**src/rtl/instruction_decode_stage.sv**
```systemverilog
// -----------------------------------------------------------------------------
// instruction_decode_stage
//
// Registered decode stage between fetch and register-read. Each accepted
// instruction is split into its fields, the immediate is extended and the
// instruction is classified before being stored. The stored result is then
// presented on a valid/ready output. A two-entry skid buffer (MAIN + SKID)
// lets the stage sustain one instruction per cycle while in_ready stays
// purely registered. flush drops every held instruction. decode_cnt counts
// the bundles that downstream has taken.
//
// Ports
//   clk, rst_n          clock, asynchronous active-low reset
//   flush               discard every held instruction
//   in_valid/in_ready   upstream handshake
//   in_instr            instruction word
//   out_valid/out_ready downstream handshake
//   opcode .. address   decoded fields of the MAIN entry
//   imm_ext             zero- or sign-extended immediate
//   is_rtype/is_jump/is_itype  one-hot instruction class
//   decode_cnt          wrapping count of transferred bundles
//
// state | meaning
// ------+-------------------------------------------
// EMPTY | MAIN invalid, nothing presented
// ONE   | MAIN valid and presented, SKID invalid
// TWO   | MAIN and SKID valid, upstream stalled
// -----------------------------------------------------------------------------
module instruction_decode_stage #(
  parameter int INSTR_W  = 32,
  parameter int OPCODE_W = 6,
  parameter int REG_W    = 5,
  parameter int SHAMT_W  = 5,
  parameter int IMM_W    = 16,
  parameter int DATA_W   = 32,
  parameter int CNT_W    = 16,
  localparam int FUNCT_W = INSTR_W - OPCODE_W - 3*REG_W - SHAMT_W,
  localparam int ADDR_W  = INSTR_W - OPCODE_W
) (
  input  logic                clk,
  input  logic                rst_n,
  input  logic                flush,
  input  logic                in_valid,
  output logic                in_ready,
  input  logic [INSTR_W-1:0]  in_instr,
  output logic                out_valid,
  input  logic                out_ready,
  output logic [OPCODE_W-1:0] opcode,
  output logic [REG_W-1:0]    rs,
  output logic [REG_W-1:0]    rt,
  output logic [REG_W-1:0]    rd,
  output logic [SHAMT_W-1:0]  shamt,
  output logic [FUNCT_W-1:0]  funct,
  output logic [ADDR_W-1:0]   address,
  output logic [DATA_W-1:0]   imm_ext,
  output logic                is_rtype,
  output logic                is_jump,
  output logic                is_itype,
  output logic [CNT_W-1:0]    decode_cnt
);

  typedef struct packed {
    logic [OPCODE_W-1:0] opcode;
    logic [REG_W-1:0]    rs;
    logic [REG_W-1:0]    rt;
    logic [REG_W-1:0]    rd;
    logic [SHAMT_W-1:0]  shamt;
    logic [FUNCT_W-1:0]  funct;
    logic [ADDR_W-1:0]   address;
    logic [DATA_W-1:0]   imm_ext;
    logic                is_rtype;
    logic                is_jump;
    logic                is_itype;
  } bundle_t;

  typedef enum logic [1:0] {
    EMPTY = 2'd0,
    ONE   = 2'd1,
    TWO   = 2'd2
  } state_t;

  // Full decode of one instruction word. Every field is extracted whatever
  // the class, so downstream can pick what it needs without muxing here.
  function automatic bundle_t decode(input logic [INSTR_W-1:0] instr);
    bundle_t             b;
    logic [IMM_W-1:0]    imm;
    logic                zero_ext;
    logic                fill;
    b           = '0;
    b.opcode    = instr[INSTR_W-1 -: OPCODE_W];
    b.rs        = instr[INSTR_W-OPCODE_W-1 -: REG_W];
    b.rt        = instr[INSTR_W-OPCODE_W-REG_W-1 -: REG_W];
    b.rd        = instr[INSTR_W-OPCODE_W-2*REG_W-1 -: REG_W];
    b.shamt     = instr[FUNCT_W+SHAMT_W-1 -: SHAMT_W];
    b.funct     = instr[FUNCT_W-1:0];
    b.address   = instr[ADDR_W-1:0];
    imm         = instr[IMM_W-1:0];
    // ANDI/ORI/XORI treat the immediate as a bit mask, so it is zero-extended.
    zero_ext    = (b.opcode == OPCODE_W'(12)) ||
                  (b.opcode == OPCODE_W'(13)) ||
                  (b.opcode == OPCODE_W'(14));
    fill        = imm[IMM_W-1] & ~zero_ext;
    b.imm_ext   = DATA_W'(imm);
    // No iterations when DATA_W == IMM_W: the raw immediate passes through.
    for (int i = IMM_W; i < DATA_W; i++) begin
      b.imm_ext[i] = fill;
    end
    b.is_rtype  = (b.opcode == '0);
    b.is_jump   = (b.opcode == OPCODE_W'(2)) || (b.opcode == OPCODE_W'(3));
    b.is_itype  = ~(b.is_rtype | b.is_jump);
    return b;
  endfunction

  state_t     state_q, state_d;
  bundle_t    main_q, skid_q, in_dec;
  logic [CNT_W-1:0] cnt_q;

  logic accept, xfer;
  logic load_main_in, load_main_skid, load_skid;

  assign in_dec    = decode(in_instr);

  // Both handshake outputs decode the state register only, so there is no
  // combinational path from out_ready to in_ready.
  assign in_ready  = (state_q != TWO);
  assign out_valid = (state_q != EMPTY);

  assign accept    = in_valid & in_ready;
  assign xfer      = out_valid & out_ready;

  always_comb begin
    state_d        = state_q;
    load_main_in   = 1'b0;
    load_main_skid = 1'b0;
    load_skid      = 1'b0;
    if (flush) begin
      // Held words are dropped by invalidating them. The field registers keep
      // their contents, and any word offered this cycle is ignored.
      state_d = EMPTY;
    end else begin
      unique case (state_q)
        EMPTY: begin
          if (accept) begin
            state_d      = ONE;
            load_main_in = 1'b1;
          end
        end
        ONE: begin
          if (accept && xfer) begin
            load_main_in = 1'b1;
          end else if (accept) begin
            state_d   = TWO;
            load_skid = 1'b1;
          end else if (xfer) begin
            state_d = EMPTY;
          end
        end
        TWO: begin
          if (xfer) begin
            state_d        = ONE;
            load_main_skid = 1'b1;
          end
        end
        default: state_d = EMPTY;
      endcase
    end
  end

  always_ff @(posedge clk or negedge rst_n) begin
    if (!rst_n) begin
      state_q <= EMPTY;
      main_q  <= '0;
      skid_q  <= '0;
    end else begin
      state_q <= state_d;
      if (load_main_in) begin
        main_q <= in_dec;
      end else if (load_main_skid) begin
        main_q <= skid_q;
      end
      if (load_skid) begin
        skid_q <= in_dec;
      end
    end
  end

  // A transfer in the same cycle as a flush still counts: downstream took it.
  always_ff @(posedge clk or negedge rst_n) begin
    if (!rst_n) begin
      cnt_q <= '0;
    end else if (xfer) begin
      cnt_q <= cnt_q + 1'b1;
    end
  end

  assign opcode     = main_q.opcode;
  assign rs         = main_q.rs;
  assign rt         = main_q.rt;
  assign rd         = main_q.rd;
  assign shamt      = main_q.shamt;
  assign funct      = main_q.funct;
  assign address    = main_q.address;
  assign imm_ext    = main_q.imm_ext;
  assign is_rtype   = main_q.is_rtype;
  assign is_jump    = main_q.is_jump;
  assign is_itype   = main_q.is_itype;
  assign decode_cnt = cnt_q;

endmodule

```
**config.mk**
```make
export PLATFORM = sky130hd
export DESIGN_NAME = instruction_decode_stage
export DESIGN_NICKNAME = d
export VERILOG_FILES = /design/src/rtl/instruction_decode_stage.sv
export SDC_FILE = /design/constraint.sdc
export NUM_CORES = 1
export LEC_CHECK = 0
export CORE_MARGIN = 5
export CORE_UTILIZATION = 28
export CTS_CLUSTER_DIAMETER = 150
export DETAILED_ROUTE_END_ITERATION = 12
export HOLD_SLACK_MARGIN = 0.12
export SLEW_MARGIN = 20
export SYNTH_ARGS = -nofsm -noshare
export SYNTH_HDL_FRONTEND = slang
export SYNTH_SLANG_ARGS = --single-unit
```
**constraint.sdc**
```tcl
create_clock -name clk -period 2 [get_ports clk]
set_input_delay 0.4 -clock clk [delete_from_list [all_inputs] [get_ports clk]]
set_output_delay 0.4 -clock clk [all_outputs]
set_load 0.1 [all_outputs]
```
-- After elaboration in Yosys (flattened, before gate mapping)
Index checks and enable logic that the tools add are counted.
- bits in registers: 189
- input bits: 37
- word-level logic and storage cells: 71
- add/sub/neg operators: 1
- equal/unequal tests: 12
- muxes and demuxes: 19
- bitwise logic cells: 6
- reductions and logical operators: 9
- operator list (kind ; count):
    $mux 93 ; 2
    $eq 6x4->1 const B ; 3
    $add 16x1->16 const B ; 1
    $eq 6x2->1 const B ; 2
    $mux 2 ; 6
    $mux 1 ; 9
    $ne 3x3->1 const B ; 3
    $logic_not 6->1 ; 1
    $pmux 2 s3 ; 1
    $ne 4x4->1 const B ; 1
    $reduce_and 4->1 ; 1
    $reduce_bool 2->1 ; 2
    $and 1x1->1 ; 3
    $logic_or 1x1->1 ; 3
    $eq 2x1->1 const B ; 1
    $eq 2x2->1 const B ; 1
    $logic_not 2->1 ; 1
    $ne 2x2->1 const B ; 1
    $not 1->1 ; 2
    $pmux 1 s2 ; 1
    $logic_and 1x1->1 ; 1
    $or 1x1->1 ; 1

-- Longest topological paths before layout
- word-level depth: 7
- mapped depth: 6
- mapped depth without buffers: 5

-- Least setup slack after synthesis
OpenSTA, ideal clock, no wires.
- path type: register to register
- from: register state_q[0]
- to: register main_q, in the netlist address[10]
- library setup time: 67 ps
- data arrival time: 2180 ps
- required time: 1933 ps
- setup slack: -247 ps
- cell stages (with the launch flop): 7
- path buffers: 2
- period minus slack after synthesis: 2247 ps
- path through: dfrtp_1 > nand2b_1 > nor3b_1 > buf_2 > clkbuf_1 > a22o_1 > a21o_1
- word-level cells in the longest chain between the ends: 7
- elaborated cells on any way between the ends: 17
- those cells by class: 3 x eq/ne; 8 x mux; 2 x bitwise; 4 x reduce/logical
- ends and longest elaborated chain (element ; line ; source):
    start, declared ; 114 ; state_t state_q, state_d;
    start signal, assigned ; 175 ; state_q <= state_d;
    $ne 2x2->1 (*) ; 125 ; assign in_ready = (state_q != TWO);
    net in_ready ; 44 ; output logic in_ready,
    $and 1x1->1 (*) ; 128 ; assign accept = in_valid & in_ready;
    $logic_and 1x1->1 ; 149 ; if (accept && xfer) begin
    $mux 1 ; 149 ;
    $pmux 1 s2 (*) ; 141 ; unique case (state_q)
    $mux 1 (*) ; 136 ; if (flush) begin
    $mux 93 / $reduce_bool 2->1 (equally long branches) ; -- ;
    end signal, assigned ; 177 ; main_q <= in_dec;
    end signal, assigned ; 179 ; main_q <= skid_q;
    end, declared ; 115 ; bundle_t main_q, skid_q, in_dec;
Mark *: on every way through the listed nets, which the timed path passes. The rest lies on a longest branch.
A chain may end at the register's enable or synchronous reset.

-- Worst setup path after layout
- from: input port in_valid
- to: register skid_q[85] in the netlist's numbering
- word-level cells in the longest chain between the ends: 5
- elaborated cells on any way between the ends: 6
- those cells by class: 4 x mux; 1 x bitwise; 1 x reduce/logical
- ends and longest elaborated chain (element ; line ; source):
    start, declared ; 43 ; input logic in_valid,
    $and 1x1->1 (*) ; 128 ;
    $mux 1 / $logic_and 1x1->1 (equally long branches) ; 151, 149 ;
    $mux 1 (*) ; 149 ;
    $mux 1 (*) ; 141 ;
    $mux 1 (*) ; 136 ;
    end signal, assigned ; 182 ; skid_q <= in_dec;
    end, declared ; 115 ;
Every way passes the cells marked *; elsewhere a longest branch is shown, timed or not.

==> impl_metrics.toml <==
[flow_run]
timing.max_cap.violations = 0

[clock_tree]
clock-sinks = 90
cts.clk_slew.worst_paths_ns = 0.06
clock_path_buffers = 2
post-cts-setup-buffer-count = 0
cts_tree = "yes"
cts-root-buf = "clkbuf_16"
worstSkewPairLatency_ns = 0.34
htreeDepth = 3
cts_made_buffers = 9

[synth]
synthCells = 342
synth_top_family_by_area = "compound AO/OA/AOI/OAI gates"
synthSimpleGateAreaFrac = 0.0673
ys_ff_latch = 90
syn-num-nets = 380
synth_cell_types = 39
synth.avg_cell_area_um2 = 12.7
yosysWarningCount = 0
synth_edf_count = 0
async_reset_ff_frac = 1.00
synth-adder-area-share = 0.00289
synth_xor_area_frac = 0.0324
synth_ff_type = "dfrtp_1"
synthMuxAreaShare = 0.106
syn_area_mm2 = 0.00433
synth_compound_area_frac = 0.143
synth.yosys.seq_area_share = 0.520

[placed_design]
place_inst = 627
place_area_mm2 = 0.00575
portBuffers = 147
place_congestion = 0.699
pre_cts_slack_ns = -0.217
dp_hpwl_um = 7510

[worst_setup_path]
cp-end-kind = "register"
start_kind = "input port"
cp.required_ns = 2.22
worstPathArrival_ns = 2.08
criticalPathCategory = "in -> reg"
cp_max_fo = 25

[die]
initial_core_util = 0.285
die_area_mm2 = 0.0180
ios = 148
fp.dieH_um = 134
core_mm2 = 0.0152
die_w_um = 134
rows = 45

[sta]
post-route-period-util = 0.930
fin_skew_ns = 0.00520
hold_violations = 0
setup_violations = 0
fin_crit_ns = 1.86
relSlewSlack = 0.626
fin_setup_tns_ns = 0
worstMarginPinSlew_ns = 0.561
rsz0062_at_grt = "false"
whs_ns = 0.475
setup_ws_ns = 0.139
slew_violations = 0
max_freq_mhz = 537

[cells_and_area]
fin_area_mm2 = 0.00603
fin_cells = 644
drive_gt1_frac = 0.425
finalNetCount = 489
postLayoutCoreUtil = 0.397
diodes = 0
area_delta_synth_final_pct = 39.4

[power_and_ir_drop]
p_comb_frac = 0.510
seqPwrFrac = 0.299
switching_share = 0.495
power.internal_mw = 4.21
p_leak_nw = 3.09
total_power_mw = 8.35
power.switching_mw = 4.14
peakVddDrop_mv = 0.658
pwr-share-clk = 0.191
power_density_mw_per_mm2 = 1380

[routing]
dr.pass1.iters = 4
post-route-drc-count = 0
wl_per_cell_um = 16.1
drtIter0Drc = 148
vias_per_cell = 4.58
dr_total_vias = 2947
antenna_left = 0
drt_wl_total_um = 10400

[global_routing]
gr-total-overflow = 0
grt_max_degree = 51
grt_pass1_wl_um = 16800
antenna_found_initial = 0
grt_use_total = 0.116
grt_pass1_vias = 3091

[min_path]
hold_path_class = "reg -> reg"

[outcome]
status = "finished clean"
==> worst max-delay path: stages <==
cell             delay (ns)
clkdlybuf4s50_1        0.57
nand2b_4               0.07
or4b_4                 0.53
buf_12                 0.20
mux2_4                 0.31
==> final cells by class <==
class	count	area, um^2
fillers	1461	9170
flip-flops and latches	90	2260
repair buffers	170	1720
multi-input cells	178	1540
clock buffers	13	260
well taps	188	235
clock inverters	3	15.0
inverters	2	7.51
==> what timing repair did <==
item | 4_1_cts | 5_1_grt
setup endpoints to repair | 0 | 0
resized for setup | 0 | 0
endpoints found under the hold margin | 40 | 0
hold buffers | 1 | 0
==> final timing paths <==
kind	startpoint	end	slack (ns)	cells after the start
hold reg to reg	opcode[5]	opcode[5]	0.47	1
setup / recovery	in_valid	skid_q[85]	0.14	5
min in group asynchronous	rst_n	decode_cnt[6]	0.58	2
max in group asynchronous	rst_n	decode_cnt[1]	0.72	3
setup reg to reg	state_q[1]	skid_q[85]	0.23	4
hold / removal	opcode[5]	opcode[5]	0.47	1
==> layer usage <==
metal / wire length [um] / vias to the layer above / GRT usage
li1: - / 1372 / -
met1: 4750 / 1465 / 0.155
met2: 4780 / 98 / 0.177
met3: 688 / 12 / 0.0330
met4: 175 / 0 / 0.0481
met5: 0 / - / 0
==> flip-flops by register name, summed over array words and instances, names as in the netlist <==
signal and flops:
address 4, rd 4, shamt 4, funct 5
is_rtype 1, decode_cnt 16, is_jump 1, rs 5
opcode 6, imm_ext 1, is_itype 1, state_q 2
rt 4, skid_q 36
==> logic make-up after synthesis <==
logic type                 Yosys count
xor gates and xnor gates            16
adders and majority gates            1
DFF                                 90
buffers and inverters               74
AOI/OAI and AO/OA                   76
and+or+nand+nor                     54
muxes                               31
==> placed cells by master (no fill, tap or decap), types with 2 or more instances in the layout <==
cell               n
mux2_4            29
nand4_1            5
buf_4            106
nand3_1            5
clkbuf_16          9
clkdlybuf4s50_1   35
nor3_1             3
and3_1             3
inv_1              2
clkbuf_1           2
o21ai_0            5
buf_12            28
mux2_2             2
clkbuf_8           2
nand2_1           15
xnor2_1           11
xor2_1             5
or2_2              3
a22o_1            30
dfrtp_1           85
a221o_1            6
and2_1             2
nor2_1             8
a21o_1            30
clkinv_2           3
dfrtp_2            5
==> power groups by stage <==
stage / Sequential (mW) / Combinational [mW] / Clock [mW]
finish: 2.49 / 4.26 / 1.60
CTS: 2.50 / 4.29 / 1.65
floorplan: 3.64 / 2.30 / 0
detailed placement: 2.53 / 4.29 / 0
global route: 2.55 / 4.37 / 1.71
global placement: 2.51 / 4.26 / 0
==> cell usage after synthesis, types with 5 or more instances <==
library cell | number | area share
dfrtp_1 | 90 | 0.52
buf_4 | 57 | 0.099
a21o_1 | 30 | 0.052
a22o_1 | 30 | 0.061
mux2_4 | 29 | 0.10
nand2_1 | 15 | 0.013
xnor2_1 | 11 | 0.022
nor2_1 | 8 | 0.0069
a221o_1 | 6 | 0.014
buf_2 | 6 | 0.0069
clkbuf_1 | 5 | 0.0043
nand3_1 | 5 | 0.0058
nand4_1 | 5 | 0.0072
o21ai_0 | 5 | 0.0058
xor2_1 | 5 | 0.010
Note: power is estimated with default switching activity, not from simulation.
==> RTL edit 1: new RTL, config.mk and constraints unchanged <==
Encoding of `state_t`: now one-hot (3 bits for 3 states).
--- a/src/rtl/instruction_decode_stage.sv
+++ b/src/rtl/instruction_decode_stage.sv
@@ -75,6 +75,6 @@
 
-  typedef enum logic [1:0] {
-    EMPTY = 2'd0,
-    ONE   = 2'd1,
-    TWO   = 2'd2
+  typedef enum logic [2:0] {
+    EMPTY = 3'b001,
+    ONE   = 3'b010,
+    TWO   = 3'b100
   } state_t;
Check against the original RTL: no difference found for any inputs over 4 cycles, from zero or initial values and one cycle with rst_n low; so few cycles prove little.
==> RTL edit 1 against the unedited design <==
- routed wire length rose by 8.5%
- clock power up 16%
- first-iteration DRC count up 0.68%
- area after synthesis grew 5.2%
- non-clock buffer count grew 3
- power is 5.8% higher
- setup slack got worse by 92 ps
- maximum frequency is 4.7% lower
- final area up 6.0%
- sequential cell count rose by 1
==> RTL edit 1: results (changes against the unedited design) <==
Global routing
  – Largest net degree at the start of global routing: 42 (was 51)
  – Via count of the first global-routing pass: 3225 (was 3091)
  – Total track usage: 11.6% (about the same)

Route
  – Vias: 3132 (was 2947)
  – Routed wire length: 11300 um (was 10400 um)
  – 1st-iter DRT viols: 149 (was 148)

Place
  – Placed Cells: 698 (was 627)
  – GPL Wtd Cong: 0.745 (was 0.699)
  – Setup WS pre-CTS: -505 ps (was -217 ps)
  – DP Area: 5900 um^2 (was 5750 um^2)
  – HPWL after DPL: 7490 um (was 7510 um)

Layout
  – Fraction of layout cells with a size suffix above 1: 38.1% (was 42.5%)

Power and ir drop
  – NetSw: 0.00457 W (was 0.00414 W)
  – Clock network power share: 21.0% (was 19.1%)

Worst setup path
  – Slowest cell on crit path: or4_4 (was clkdlybuf4s50_1)
  – Max incr delay on CP: 540 ps (was 570 ps)
  – Critical path fanouts, max: 5 (was 25)
  – CP arrival: 2170 ps (was 2080 ps)

Logic synthesis
  – Sequential fraction of the synthesis area: 50.0% (was 52.0%)
  – Post-Syn Nets: 430 (was 380)
  – Post-synthesis mux area share: 18.5% (was 10.6%)
  – Post-synth cell types: 36 (was 39)
  – Adder-cell share of the synthesized area: 0.275% (was 0.289%)
  – Compound-cell area share of the yosys netlist: 5.91% (was 14.3%)
  – Synth top area cells: dfrtp_1, buf_4, mux2_4 (was dfrtp_1, mux2_4, buf_4)

STA
  – Worst Tran Pin Value: 570 ps (was 561 ps)

Run status
  – Status: completed (unchanged)

Min path
  – Hold crit path type: input pin to flop (was flop to flop)
RTL edit 1: cell count changes in the layout (fill, tap and decap cells not counted), sizes merged, moves of 6 or more:
| cell | delta |
|---|---|
| a22o | -30 |
| a221o | -6 |
| a21o | -30 |
| o21ai | +35 |
| nand2 | +30 |
| mux2i | +37 |
RTL edit 1: final cells by class:
| class | count | area [um^2] |
|---|---|---|
| multi-input cells | 221 | 1700 |
| clock buffers | 10 | 239 |
| flip-flops and latches | 91 | 2280 |
| well taps | 216 | 270 |
| repair buffers | 173 | 1800 |
| inverters | 5 | 18.8 |
| clock inverters | 6 | 87.6 |
| fillers | 1513 | 9550 |
RTL edit 1: metal layers:
layer  GRT usage, %  share of wire [%]
met1           15.5                 45
met2           17.8                 46
met3           3.87                7.4
met4           3.16                1.1
met5              0                  0
RTL edit 1: path summary, 6_finish.rpt:
kind                                 from        endpoint  slack [ps]  depth (start not counted)
hold / removal                  out_ready      state_q[2]         450                          3
max in group asynchronous           rst_n        is_rtype         780                          3
min in group asynchronous           rst_n      skid_q[72]         590                          2
hold reg to reg            decode_cnt[15]  decode_cnt[15]         470                          1
setup reg to reg               state_q[1]      skid_q[72]          50                          4
setup / recovery               state_q[1]      skid_q[72]          50                          4
RTL edit 1: timing repair:
action / in CTS / in global routing
pin swaps: 1 / 1
hold buffers: 1 / 0
cloned: 1 / 4
endpoints found under the setup margin: 34 / 50
gates resized for setup: 3 / 5
endpoints found under the hold margin: 38 / 0
setup buffers: 0 / 2
RTL edit 1: cell families (layout without fill, tap and decap cells):
family	count (synthesis)	count (layout)
adders and majority gates	1	1
and+or+nand+nor	88	88
DFF	91	91
xor gates and xnor gates	16	16
AOI/OAI and AO/OA	47	47
muxes	69	69
buffers and inverters	80	194
==> RTL edit 2: new RTL, config.mk and constraints unchanged <==
Made on the original files. Change the parameter `IMM_W` from 16 to 32.
--- a/src/rtl/instruction_decode_stage.sv
+++ b/src/rtl/instruction_decode_stage.sv
@@ -33,3 +33,3 @@
   parameter int SHAMT_W  = 5,
-  parameter int IMM_W    = 16,
+  parameter int IMM_W    = 32,
   parameter int DATA_W   = 32,
Formal check against the unedited RTL: not equivalent (a bounded check fails within 4 cycles, from zero or initial values and one cycle with rst_n low).
==> RTL edit 2 against the unedited design <==
- power decreased by 3.5%
- highest routed layer unchanged
- clock skew decreased by 1.3 ps
- final area decreased by 6.4%
- sequential cell count decreased by 2
- sequential power decreased by 2%
- setup slack improved by 140 ps
- combinational power decreased by 7.3%
- utilization decreased by 0.69 points
- synthesized cell count decreased by 2.9%
- critical path type is now flop to output port
- largest power group unchanged
- routed wire length decreased by 8.9%
- via count decreased by 4.5%
- area after synthesis decreased by 4.9%
==> RTL edit 2: results (changes against the unedited design) <==
Layout
  – Max FFs per register: 35 (was 36)
  – Filler cells: 1418 (was 1461)
  – Final nets: 478 (was 489)
  – Fin cells: 629 (was 644)

Global routing
  – Via count of the first global-routing pass: 2952 (was 3091)
  – Met3 GRT Util: 3.48% (was 3.30%)
  – Met1 Track Usage GR: 15.0% (was 15.5%)
  – First-pass GRT wire length: 15800 um (was 16800 um)
  – Total track usage: 11.1% (was 11.6%)
  – Largest net degree at the start of global routing: 53 (was 51)

Route
  – 1st-iter DRT viols: 141 (was 148)
  – Pre-antenna DRT Iters: 6 (was 4)
  – Routed WL per cell: 15.1 um (was 16.1 um)

Worst setup path
  – R2R setup slack: 330 ps (was 230 ps)
  – Crit path max-delay family: flip-flops (was buffers and inverters)
  – First element of the critical path: state_q[1] (was in_valid)
  – Critical path fanouts, max: 8 (was 25)
  – RR Endpoint: is_rtype (was skid_q[85])
  – CP arrival: 1320 ps (was 2080 ps)
  – R2R cell count: 5 (was 4)
  – CP Capture Point: out_valid (was skid_q[85])
  – Max incr delay on CP: 450 ps (was 570 ps)

Logic synthesis
  – Adder-cell share of the synthesized area: 0.304% (was 0.289%)
  – Top post-synthesis cells by count: dfrtp_1, buf_4, a21o_1 (was dfrtp_1, buf_4, a21o_1, a22o_1, mux2_4)
  – Cells after synthesis: 332 (was 342)
  – Post-Syn Nets: 370 (was 380)
  – Post-synth cell types: 38 (was 39)
  – Post-synthesis mux area share: 8.93% (was 10.6%)
  – Synth Area in XOR/XNOR: 3.40% (was 3.24%)
  – Post-synth top area share: 53.5% (was 52.0%)

Power and ir drop
  – Combinational fraction of design power: 49.0% (was 51.0%)
  – Sw frac: 50.0% (was 49.5%)
  – Worst VDD drop: 1010 uV (was 658 uV)
  – Power Combinational: 0.00395 W (was 0.00426 W)
  – Cell leakage power: 2.84 nW (was 3.09 nW)
  – Clk pwr: 0.00168 W (was 0.00160 W)

Min path
  – Worst Hold End: decode_cnt[15] (was opcode[5])
  – Hold path startpoint: decode_cnt[15] (was opcode[5])

Place
  – HPWL after DPL: 6990 um (was 7510 um)
  – Setup WS pre-CTS: -54.1 ps (was -217 ps)
  – GPL Wtd Cong: 0.728 (was 0.699)
  – Placed Cells: 612 (was 627)
  – DP Area: 5340 um^2 (was 5750 um^2)

STA
  – Setup Skew: 3.94 ps (was 5.20 ps)
  – Worst hold slack: 480 ps (was 475 ps)

Run status
  – Status: completed (unchanged)
## RTL edit 2: changes by cell type in the layout (fill, tap and decap cells not counted), moves of 3 or more
cell,before,now
buf_12,28,12
buf_4,106,120
dfrtp_2,5,2
mux2_2,2,30
mux2_4,29,2
nand2_1,15,10
nor2_1,8,12
## RTL edit 2: cell type report
type,count,area [um^2],share of cell area [%]
clock inverters,5,56.3,0.997
multi-input cells,170,1400,24.8
clock buffers,11,243,4.30
repair buffers,168,1500,26.6
well taps,184,230,4.08
inverters,3,11.3,0.199
flip-flops and latches,88,2200,39.0
## RTL edit 2: repair_timing
item	in CTS	in global routing
gates resized for setup	0	0
endpoints found under the hold margin	14	0
endpoints found under the setup margin	0	0
hold buffers	1	0
## RTL edit 2: metal layers
layer  routed length, um  part of all wire, %  vias up
met2                4290                   45       93
met3                 625                  6.6       11
li1                    -                    -     1337
met4                 148                  1.6        0
met5                   0                    0        -
met1                4410                   47     1374
